[src/rtl/input_port_buffer.sv]
// Receive-side link buffer: grants an upstream request only when a whole packet fits,
// stores wormhole flits in a circular FIFO and presents them show-ahead to route compute.
module input_port_buffer #(
  parameter int unsigned DATA_W        = 32,
  parameter int unsigned DEPTH         = 8,
  parameter int unsigned MAX_PKT_FLITS = 4
) (
  input  logic                     clk,
  input  logic                     reset,
  input  logic                     i_upstream_req,
  output logic                     o_upstream_ack,
  input  logic                     i_flit_valid,
  input  logic [1:0]               i_flit_type,
  input  logic [DATA_W-1:0]        i_flit_data,
  output logic                     o_flit_valid,
  input  logic                     i_flit_ready,
  output logic [1:0]               o_flit_type,
  output logic [DATA_W-1:0]        o_flit_data,
  output logic [$clog2(DEPTH):0]   o_count,
  output logic                     o_busy,
  output logic                     o_err
);

  localparam int unsigned AW = $clog2(DEPTH);
  localparam int unsigned PW = AW + 1;
  localparam int unsigned LW = $clog2(MAX_PKT_FLITS + 1);

  localparam logic [1:0] FT_HEAD      = 2'b00;
  localparam logic [1:0] FT_TAIL      = 2'b10;
  localparam logic [1:0] FT_HEAD_TAIL = 2'b11;

  typedef enum logic [1:0] {
    ST_IDLE,
    ST_GRANT,
    ST_RECV
  } state_t;

  state_t            state_q, state_d;
  logic [PW-1:0]     wr_ptr_q, wr_ptr_d;
  logic [PW-1:0]     rd_ptr_q, rd_ptr_d;
  logic [LW-1:0]     len_q, len_d;
  logic              err_d;

  logic [1:0]        type_mem [DEPTH];
  logic [DATA_W-1:0] data_mem [DEPTH];

  logic empty;
  logic full;
  logic pop;
  logic push;
  logic space_ok;
  logic is_head;
  logic is_tail;
  logic last_slot;

  // Pointer-derived FIFO status; the wrap bit separates full from empty
  assign empty    = (wr_ptr_q == rd_ptr_q);
  assign full     = (wr_ptr_q[AW-1:0] == rd_ptr_q[AW-1:0]) && (wr_ptr_q[AW] != rd_ptr_q[AW]);
  assign pop      = !empty && i_flit_ready;
  assign push     = (state_q == ST_RECV) && i_flit_valid && (!full || pop);

  // Reservation uses the registered count only; same-cycle pops earn no credit
  assign space_ok = (PW'(DEPTH) - o_count) >= PW'(MAX_PKT_FLITS);

  assign is_head   = (i_flit_type == FT_HEAD) || (i_flit_type == FT_HEAD_TAIL);
  assign is_tail   = (i_flit_type == FT_TAIL) || (i_flit_type == FT_HEAD_TAIL);
  assign last_slot = (len_q == LW'(MAX_PKT_FLITS - 1));

  // Next-state, pointer and error logic
  always_comb begin
    state_d  = state_q;
    wr_ptr_d = wr_ptr_q;
    rd_ptr_d = rd_ptr_q;
    len_d    = len_q;
    err_d    = o_err;

    if (pop)  rd_ptr_d = rd_ptr_q + PW'(1);
    if (push) wr_ptr_d = wr_ptr_q + PW'(1);

    unique case (state_q)
      ST_IDLE: begin
        if (i_upstream_req && space_ok) state_d = ST_GRANT;
        if (i_flit_valid)               err_d   = 1'b1;
      end
      ST_GRANT: begin
        state_d = ST_RECV;
        len_d   = '0;
        if (i_flit_valid) err_d = 1'b1;
      end
      ST_RECV: begin
        if (i_flit_valid) begin
          len_d = len_q + LW'(1);
          if (full && !pop)                err_d = 1'b1;
          if ((len_q != '0) && is_head)    err_d = 1'b1;
          if (last_slot && !is_tail)       err_d = 1'b1;
          if (is_tail || last_slot)        state_d = ST_IDLE;
        end
      end
      default: state_d = ST_IDLE;
    endcase
  end

  // Control and status registers
  always_ff @(posedge clk) begin
    if (reset) begin
      state_q        <= ST_IDLE;
      wr_ptr_q       <= '0;
      rd_ptr_q       <= '0;
      len_q          <= '0;
      o_err          <= 1'b0;
      o_upstream_ack <= 1'b0;
      o_busy         <= 1'b0;
      o_count        <= '0;
      o_flit_valid   <= 1'b0;
    end else begin
      state_q        <= state_d;
      wr_ptr_q       <= wr_ptr_d;
      rd_ptr_q       <= rd_ptr_d;
      len_q          <= len_d;
      o_err          <= err_d;
      o_upstream_ack <= (state_d == ST_GRANT);
      o_busy         <= (state_d != ST_IDLE);
      o_count        <= wr_ptr_d - rd_ptr_d;
      o_flit_valid   <= (wr_ptr_d != rd_ptr_d);
    end
  end

  // Flit storage; contents are meaningless outside the pointer window
  always_ff @(posedge clk) begin
    if (push) begin
      type_mem[wr_ptr_q[AW-1:0]] <= i_flit_type;
      data_mem[wr_ptr_q[AW-1:0]] <= i_flit_data;
    end
  end

  assign o_flit_type = type_mem[rd_ptr_q[AW-1:0]];
  assign o_flit_data = data_mem[rd_ptr_q[AW-1:0]];

endmodule

[config.mk]
export PLATFORM = sky130hd
export DESIGN_NAME = input_port_buffer
export DESIGN_NICKNAME = d
export VERILOG_FILES = /design/src/rtl/input_port_buffer.sv
export SDC_FILE = /design/constraint.sdc
export NUM_CORES = 1
export LEC_CHECK = 0
export BUFFER_PORTS_ARGS = -buffer_cell sky130_fd_sc_hd__buf_4
export CAP_MARGIN = 20
export CORE_UTILIZATION = 60
export CTS_BUF_LIST = sky130_fd_sc_hd__clkbuf_4 sky130_fd_sc_hd__clkbuf_8 sky130_fd_sc_hd__clkbuf_16
export DETAILED_ROUTE_END_ITERATION = 12
export PLACE_DENSITY = 0.79
export SYNTH_ARGS = -nofsm -noshare
export SYNTH_HDL_FRONTEND = slang
export SYNTH_SLANG_ARGS = --single-unit
[constraint.sdc]
create_clock -name clk -period 4.9 [get_ports clk]
set_clock_uncertainty 0.15 [all_clocks]
set_input_delay 0.49 -clock clk [delete_from_list [all_inputs] [get_ports clk]]
set_output_delay 0.49 -clock clk [all_outputs]
set_load 0.02 [all_outputs]
Yosys cells after proc, flatten, opt, wreduce, memory -nomap -nowiden
Memory sizes are Yosys's and may differ from the RTL's. A register that Yosys moved wholly into a read port is not among the register bits.
Index checks and enable logic that the tools add are counted.
Storage, ports and cells
  memories kept: 2
  input port bits: 39
  word-level logic and storage cells: 73
  bits in writable memories: 272
  bits in registers: 21
Operators by class
  $lt $le $gt $ge: 1
  multiplexer cells: 18
  $add $sub $neg: 5
  reduce and logical (&&, ||, !) cells: 25
  equality and inequality tests: 13
Memories
  data_mem: depth 8, width 32, rd ports 1, clocked after memory_dff 1, wr ports 1, line 45  | logic [DATA_W-1:0] data_mem [DEPTH];
  type_mem: depth 8, width 2, rd ports 1, clocked after memory_dff 1, wr ports 1, line 44  | logic [1:0] type_mem [DEPTH];
Operators by type and width (number)
  $mux W3: 3
  $add A4 B1 Y4 const B: 2
  $logic_and A1 B1 Y1: 8
  $mux W4: 2
  $mux W1: 7
  $eq A2 B2 Y1 const B: 3
  $mux W2: 3
  $pmux W2 S3: 1
  $pmux W3 S2: 1
  $reduce_bool A2 Y1: 3
  $eq A2 B1 Y1 const B: 2
  $eq A4 B4 Y1: 1
  $ge A4 B3 Y1 const B: 1
  $logic_not A1 Y1: 4
  $logic_not A2 Y1: 2
  $logic_or A1 B1 Y1: 4
  $ne A4 B1 Y1 const B: 1
  $ne A4 B4 Y1: 1
  $reduce_and A4 Y1: 1
  $sub A4 B4 Y4: 1
  $sub A4 B4 Y4 const A: 1
  $add A3 B1 Y3 const B: 1
  $eq A3 B2 Y1 const B: 1
  $eq A3 B3 Y1: 1
  7 further kinds: 7

Longest topological paths before layout
Gate-level depths: netlist of run 1.
  depth in word-level cells: 10
  depth in mapped cells: 11
  gate-level depth less buffers: 10

Worst setup path before layout of run 1
Ideal clock, no wire load.
  path kind: register -> register
  start point: register rd_ptr_q[0]
  end point: memory data_mem[0][0], enable pin
  stages on the path, launching flop included: 7
  arrival: 3.499 ns
  setup slack: 0.783 ns
  path buffers: 1
  library setup time: 0.468 ns
  cells stage by stage: dfxtp_1 > buf_2 > xnor2_1 > and4b_1 > a21oi_2 > nand2b_1 > nor3_1
On the way
  cells in the longest elaborated chain, start to end: 7
Ends and longest elaborated chain
  from (decl): line 40  | logic [PW-1:0] rd_ptr_q, rd_ptr_d;
  from (signal assigned): line 118  | rd_ptr_q <= rd_ptr_d;
  $eq A4 B4 Y1 / $eq A3 B3 Y1 (equally long branches): line 57, 58
  $logic_not A1 Y1 / $logic_and A1 B1 Y1 (equally long branches): line 59, 58
  $logic_and A1 B1 Y1 / $logic_not A1 Y1 (equally long branches): line 59, 60
  $logic_or A1 B1 Y1 *: line 60  | assign push = (state_q == ST_RECV) && i_flit_valid && (!full || pop);
  $logic_and A1 B1 Y1 *: line 60
  $mux W1 *: line 130  | if (push) begin
  $mux W1 (not written as such) *: line 132  | data_mem[wr_ptr_q[AW-1:0]] <= i_flit_data;
  to (decl): line 45
Every way passes the cells marked *; elsewhere a longest branch is shown, timed or not.

==> metrics, run 1 <==
Via density=6.10; PwrDens=396 mW/mm^2; IO Port Bufs=80; wire length per cell=23.6 um; Final Max Tran Viols=0; TritonCTS Sinks=293; layout cells sized above 1=39.4%; Area contributors post-synth=edfxtp_1 (72%), mux4_2 (13%), dfxtp_1 (3.7%), mux2_2 (3.4%), ha_1 (1.1%); vias=5,433; Setup Buffers After CTS=0; die width=140 um; period utilisation layout=77.1%; commonest non-fill, non-tap cell in the layout=edfxtp_1; DP Cell Count=837; GRT Util Overall=22.3%; Multi-input gate area=0.00272 sq mm; clock slew at reported path FFs=0.06 ns; post-cts gate resize count=0; final setup vio count=0; Initial DRT Pass Iterations=4; Synth area leader=edfxtp_1; Critical Path Fanout Max=51; Setup crit end kind=output pin; synthesis warning total=0; RD Place Congestion=0.850; Yosys cell types=50; Worst-Margin Slew=1.01 ns; status=finished clean; IO Pins=81; Hold Crit Class=in2reg; diode count=0; CP arrival=3.14 ns; Switching Share=19.9%; DIE AREA=0.0196 sq mm; Skew-Pair Late Insertion Delay=0.53 ns; final setup margin=1.12 ns; synthesized area=0.0114 sq mm; core area=0.0186 sq mm; critical path required time=4.26 ns; async set-reset flop share out of synthesis=0%; FILL cells=1,057; CTS tree=done; Seq pwr share=52.5%; Slew HR=32.6%; maximum vdd ir drop=0.398 mV; Final Core Density=71.3%; Int Power=4220 uW; Max Root-Sink Buffers=3; #FFs+latches synth=293; final net count=684; HPWL Detailed=11,600 um; most frequent cells in the layout=edfxtp_1 (272), buf_4 (91), mux4_2 (68), mux2_2 (34), clkbuf_16 (29); standard-cell rows=50; sequential share of the synthesized area=75.3%; FMAX=265 MHz; setup TNS=0 ns; Crit Path Category=reg2out; 1st-iter DRT viols=396; first-pass GRT wire length=32,100 um; grt total ovfl=0; RSZ-0062 raised after global routing=false; remaining antenna violation count=0; syn nets=587; Sw Pwr=1050 uW; max cap viols=0; die height=140 um; DRC=0; Final Hold Vio Count=0; initial antenna violation count=0; DP Worst Slack=1.42 ns; share of total power in the clock network=42.1%; cts hold-fix bufs=0; H-tree Lvls=1; vias in the first global route=5,726; Reg area=0.00860 sq mm; filler-free cell count of the finished design=891; number of flops mapped to enable cells by yosys=272; Startpoint Class=flop; area delta synth->final=16.6%; Cells after Synth=537; largest net degree at the start of global routing=73; Tmin final=3.78 ns; CTS root buf=clkbuf_16; syn_area_per_cell=21.2 sq um; TritonCTS buffer count=29; most common flop cell mapped by yosys=edfxtp_1; Starting Density=61.2%; final WL=21,100 um; combinational share of power=5.4%; Synth top area share=71.6%; Hold WS=0.0353 ns; Leak Pwr=0.00435 uW
==> state kept, by name (all words and copies together), names as in the netlist <==
signal,count
data_mem,256
type_mem,16
o_count,4
rd_ptr_q,4
wr_ptr_q,4
len_q,3
state_q,2
o_busy,1
o_err,1
o_flit_valid,1
o_upstream_ack,1
==> critical path, stage by stage, from the launching register on <==
cell and delay, ns:
dfxtp_4 0.63, buf_4 0.84, mux4_2 0.61, mux2_2 0.31, buf_4 0.17
==> logic make-up after synthesis <==
kind of cell	Yosys count	share of synthesized area [%]
adders and majority gates	11	1.27
DFF	293	75.3
AOI/OAI and AO/OA	28	1.70
and+or+nand+nor	55	2.38
muxes	106	17.2
xor gates and xnor gates	10	0.834
buffers and inverters	34	1.33
==> through the flow <==
stage	cell area, sq um	power, uW
CTS	13300	5310
global route	13300	5420
floorplan	11400	2990
global placement	12300	3100
detailed placement	12300	3110
finish	13300	5270
==> Yosys cell counts (2+ instances only) <==
| cell | number |
|---|---|
| nand2_1 | 7 |
| a21oi_1 | 5 |
| clkbuf_2 | 2 |
| nor2b_1 | 2 |
| a21boi_0 | 2 |
| o21ai_0 | 3 |
| mux4_2 | 68 |
| edfxtp_1 | 272 |
| nand2b_1 | 3 |
| ha_1 | 10 |
| inv_1 | 9 |
| a31oi_1 | 2 |
| nor3_1 | 3 |
| a22oi_1 | 3 |
| and2_1 | 3 |
| buf_2 | 11 |
| dfxtp_1 | 21 |
| mux2_2 | 34 |
| or3_1 | 2 |
| mux2i_1 | 3 |
| nand3_1 | 3 |
| xnor2_1 | 8 |
| buf_1 | 3 |
| o211ai_1 | 2 |
| clkbuf_1 | 7 |
| nor2_1 | 24 |
| buf_4 | 2 |
==> cell type report <==
type / count / share of cell area (%)
Sequential cell: 293 / 64.7
Multi-Input combinational cell: 210 / 20.4
Clock buffer: 34 / 5.74
Timing Repair Buffer: 91 / 5.14
Tap cell: 234 / 2.20
Clock inverter: 20 / 1.57
Inverter: 9 / 0.254
==> power groups by stage <==
stage	Clock, uW	Sequential, uW	Combinational [uW]
3_3_place_gp	0	2820	276
4_1_cts	2250	2770	287
5_1_grt	2350	2770	304
3_5_place_dp	0	2820	285
2_1_floorplan	0	2820	170
6_report	2220	2770	284
==> layer usage <==
| layer | routed length [um] | track usage [%] |
|---|---|---|
| met5 | 0 | 0 |
| met1 | 8450 | 29.5 |
| met3 | 1080 | 3.48 |
| met2 | 11000 | 38.1 |
| met4 | 539 | 8.16 |
==> final timing paths <==
kind	end	slack (ns)	depth (start not counted)	start
worst max-delay path	o_flit_data[27]	1.12	4	rd_ptr_q[0]$_SDFF_PP0_
worst min-delay path	data_mem[4][18]$_DFFE_PP_	0.04	1	i_flit_data[18]
worst max register to register	o_count[3]$_SDFF_PP0_	1.50	9	rd_ptr_q[0]$_SDFF_PP0_
worst min register to register	o_err$_SDFFE_PP0P_	0.34	2	o_err$_SDFFE_PP0P_
Note: power is estimated with default switching activity, not from simulation.
==> run 2: changes to the inputs <==
==> constraint.sdc (replaced) <==
create_clock -name clk -period 3.9 [get_ports clk]
set_clock_uncertainty 0.15 [all_clocks]
set_input_delay 0.39 -clock clk [delete_from_list [all_inputs] [get_ports clk]]
set_output_delay 0.39 -clock clk [all_outputs]
set_load 0.02 [all_outputs]
==> metrics, run 2 (same netlist as run 1, synthesis figures left out) <==
Max Root-Sink Buffers=3 (unchanged); FILL cells=1,058 (+0.095%); IO Port Bufs=80 (unchanged); Setup crit end kind=output pin; GRT Util Overall=22.9% (+0.58 points); Int Power=5180 uW (+23%); RD Place Congestion=0.810 (-4.8%); HPWL Detailed=11,900 um (+2.7%); Final Max Tran Viols=0 (unchanged); final setup vio count=0 (unchanged); RSZ-0062 raised after global routing=false; final WL=21,500 um (+1.9%); standard-cell rows=50 (unchanged); CP arrival=2.94 ns (-0.20 ns); largest net degree at the start of global routing=43 (-41%); final net count=726 (+6.1%); DP Cell Count=844 (+0.84%); wire length per cell=23.0 um (-2.5%); status=finished clean; crit-path cells=buf_6, mux4_2, mux2_2, buf_4; DIE AREA=0.0196 sq mm (unchanged); combinational share of power=5.8% (+0.4 points); Via density=5.95 (-2.4%); TritonCTS buffer count=29 (unchanged); Final Hold Vio Count=0 (unchanged); Sw Pwr=1310 uW (+25%); Leak Pwr=0.00450 uW (+3.3%); first-pass GRT wire length=33,000 um (+2.8%); maximum vdd ir drop=0.400 mV (+0.51%); commonest non-fill, non-tap cell in the layout=edfxtp_1; Hold Crit Class=in2reg; initial antenna violation count=0 (unchanged); Starting Density=61.2% (unchanged); 1st-iter DRT viols=331 (-16%); die width=140 um (unchanged); Slew HR=57.8% (+25 points); Total Power=6490 uW (+23%); period utilisation layout=89.2%; remaining antenna violation count=0 (unchanged); share of total power in the clock network=40.5% (-1.6 points); grt total ovfl=0 (unchanged); Setup Buffers After CTS=0 (unchanged); die height=140 um (unchanged); final setup margin=0.422 ns (-0.701 ns); Tmin final=3.48 ns; Worst-Margin Slew=0.634 ns (-0.377 ns); H-tree Lvls=1 (unchanged); Switching Share=20.2% (+0.23 points); Skew-Pair Late Insertion Delay=0.54 ns (about the same); max incr delay on CP=0.76 ns (-0.08 ns); most frequent cells in the layout=edfxtp_1 (272), buf_4 (96), mux4_2 (68), dlygate4sd3_1 (35), mux2_2 (34); FMAX=288 MHz; layout cells sized above 1=37.2% (-2.3 points); DP Worst Slack=0.643 ns (-0.779 ns); Crit Path Category=reg2out; area delta synth->final=19.7%; PwrDens=475 mW/mm^2 (+20%); core area=0.0186 sq mm (unchanged); max cap viols=0 (unchanged); filler-free cell count of the finished design=931 (+4.5%); vias in the first global route=5,979 (+4.4%); Critical Path Fanout Max=42 (-18%); CTS tree=done; Startpoint Class=flop; critical path required time=3.36 ns (-0.90 ns); TritonCTS Sinks=293 (unchanged); diode count=0 (unchanged); IO Pins=81 (unchanged); Largest register FFs=256 (unchanged); vias=5,542 (+2.0%); CTS root buf=clkbuf_16; DRC=0 (unchanged); Seq pwr share=53.7% (+1.2 points); Initial DRT Pass Iterations=4 (unchanged); clock slew at reported path FFs=0.06 ns (about the same); Max stage delay cell, worst path=dfxtp_4
[run 2: changes by cell type in the layout (fill, tap and decap cells not counted), sizes merged]
cell         delta
clkinvlp        +1
bufinv          -2
buf             +7
dlygate4sd3    +35
clkinv          -1
[run 2: final cells by class]
type	count	area, sq um	area share [%]
inverters	9	33.8	0.248
multi-input cells	210	2720	19.9
repair buffers	133	1100	8.08
flip-flops and latches	293	8600	63.0
clock buffers	34	763	5.59
well taps	234	293	2.15
clock inverters	18	141	1.04
[run 2: metal layers]
| layer | up-vias | GRT usage (%) | part of all wire, % |
|---|---|---|---|
| li1 | 2482 | - | - |
| met1 | 2852 | 30.0 | 40 |
| met2 | 173 | 40.0 | 53 |
| met3 | 35 | 3.13 | 5.1 |
| met4 | 0 | 7.58 | 2.0 |
| met5 | - | 0 | 0 |
[run 2: per-stage QoR]
| step | instance area, sq um | utilization [%] | hold WS [ns] | setup TNS (ns) |
|---|---|---|---|---|
| 2_1_floorplan | 11400 | - | 0.312 | -14.70 |
| 3_3_place_gp | 12400 | 66.4 | 0.320 | 0 |
| 3_5_place_dp | 12400 | 66.4 | 0.334 | 0 |
| 4_1_cts | 13600 | 73.2 | 0.00240 | 0 |
| 5_1_grt | 13600 | 73.2 | 0.0437 | 0 |
| 6_report | 13600 | 73.2 | 0.0139 | 0 |
[run 2: power groups by stage]
stage	Sequential, uW	Clock [uW]	Combinational (uW)
6_report	3480	2630	379
5_1_grt	3480	2790	406
4_1_cts	3480	2660	382
3_5_place_dp	3550	0	350
3_3_place_gp	3550	0	339
2_1_floorplan	3540	0	214
[run 2: worst paths after layout]
path         slack (ns)               endpoint  cells past startpoint                   start
min reg2reg        0.34     o_err$_SDFFE_PP0P_                      2      o_err$_SDFFE_PP0P_
max reg2reg        0.67  o_count[3]$_SDFF_PP0_                     10  rd_ptr_q[0]$_SDFF_PP0_
min                0.01     o_err$_SDFFE_PP0P_                      3            i_flit_valid
max                0.42         o_flit_data[2]                      4  rd_ptr_q[0]$_SDFF_PP0_
[run 2: repair_timing]
action / 4_1_cts / 5_1_grt
hold buffers: 35 / 0
setup endpoints to repair: 0 / 1
endpoints found under the hold margin: 279 / 0
resized for setup: 0 / 1
[run 2: worst max-delay path: cells and delay by family (launching register included)]
family                 cells  cell delay [ns]
multiplexers               2             0.90
flip-flops                 1             0.76
buffers and inverters      2             0.71
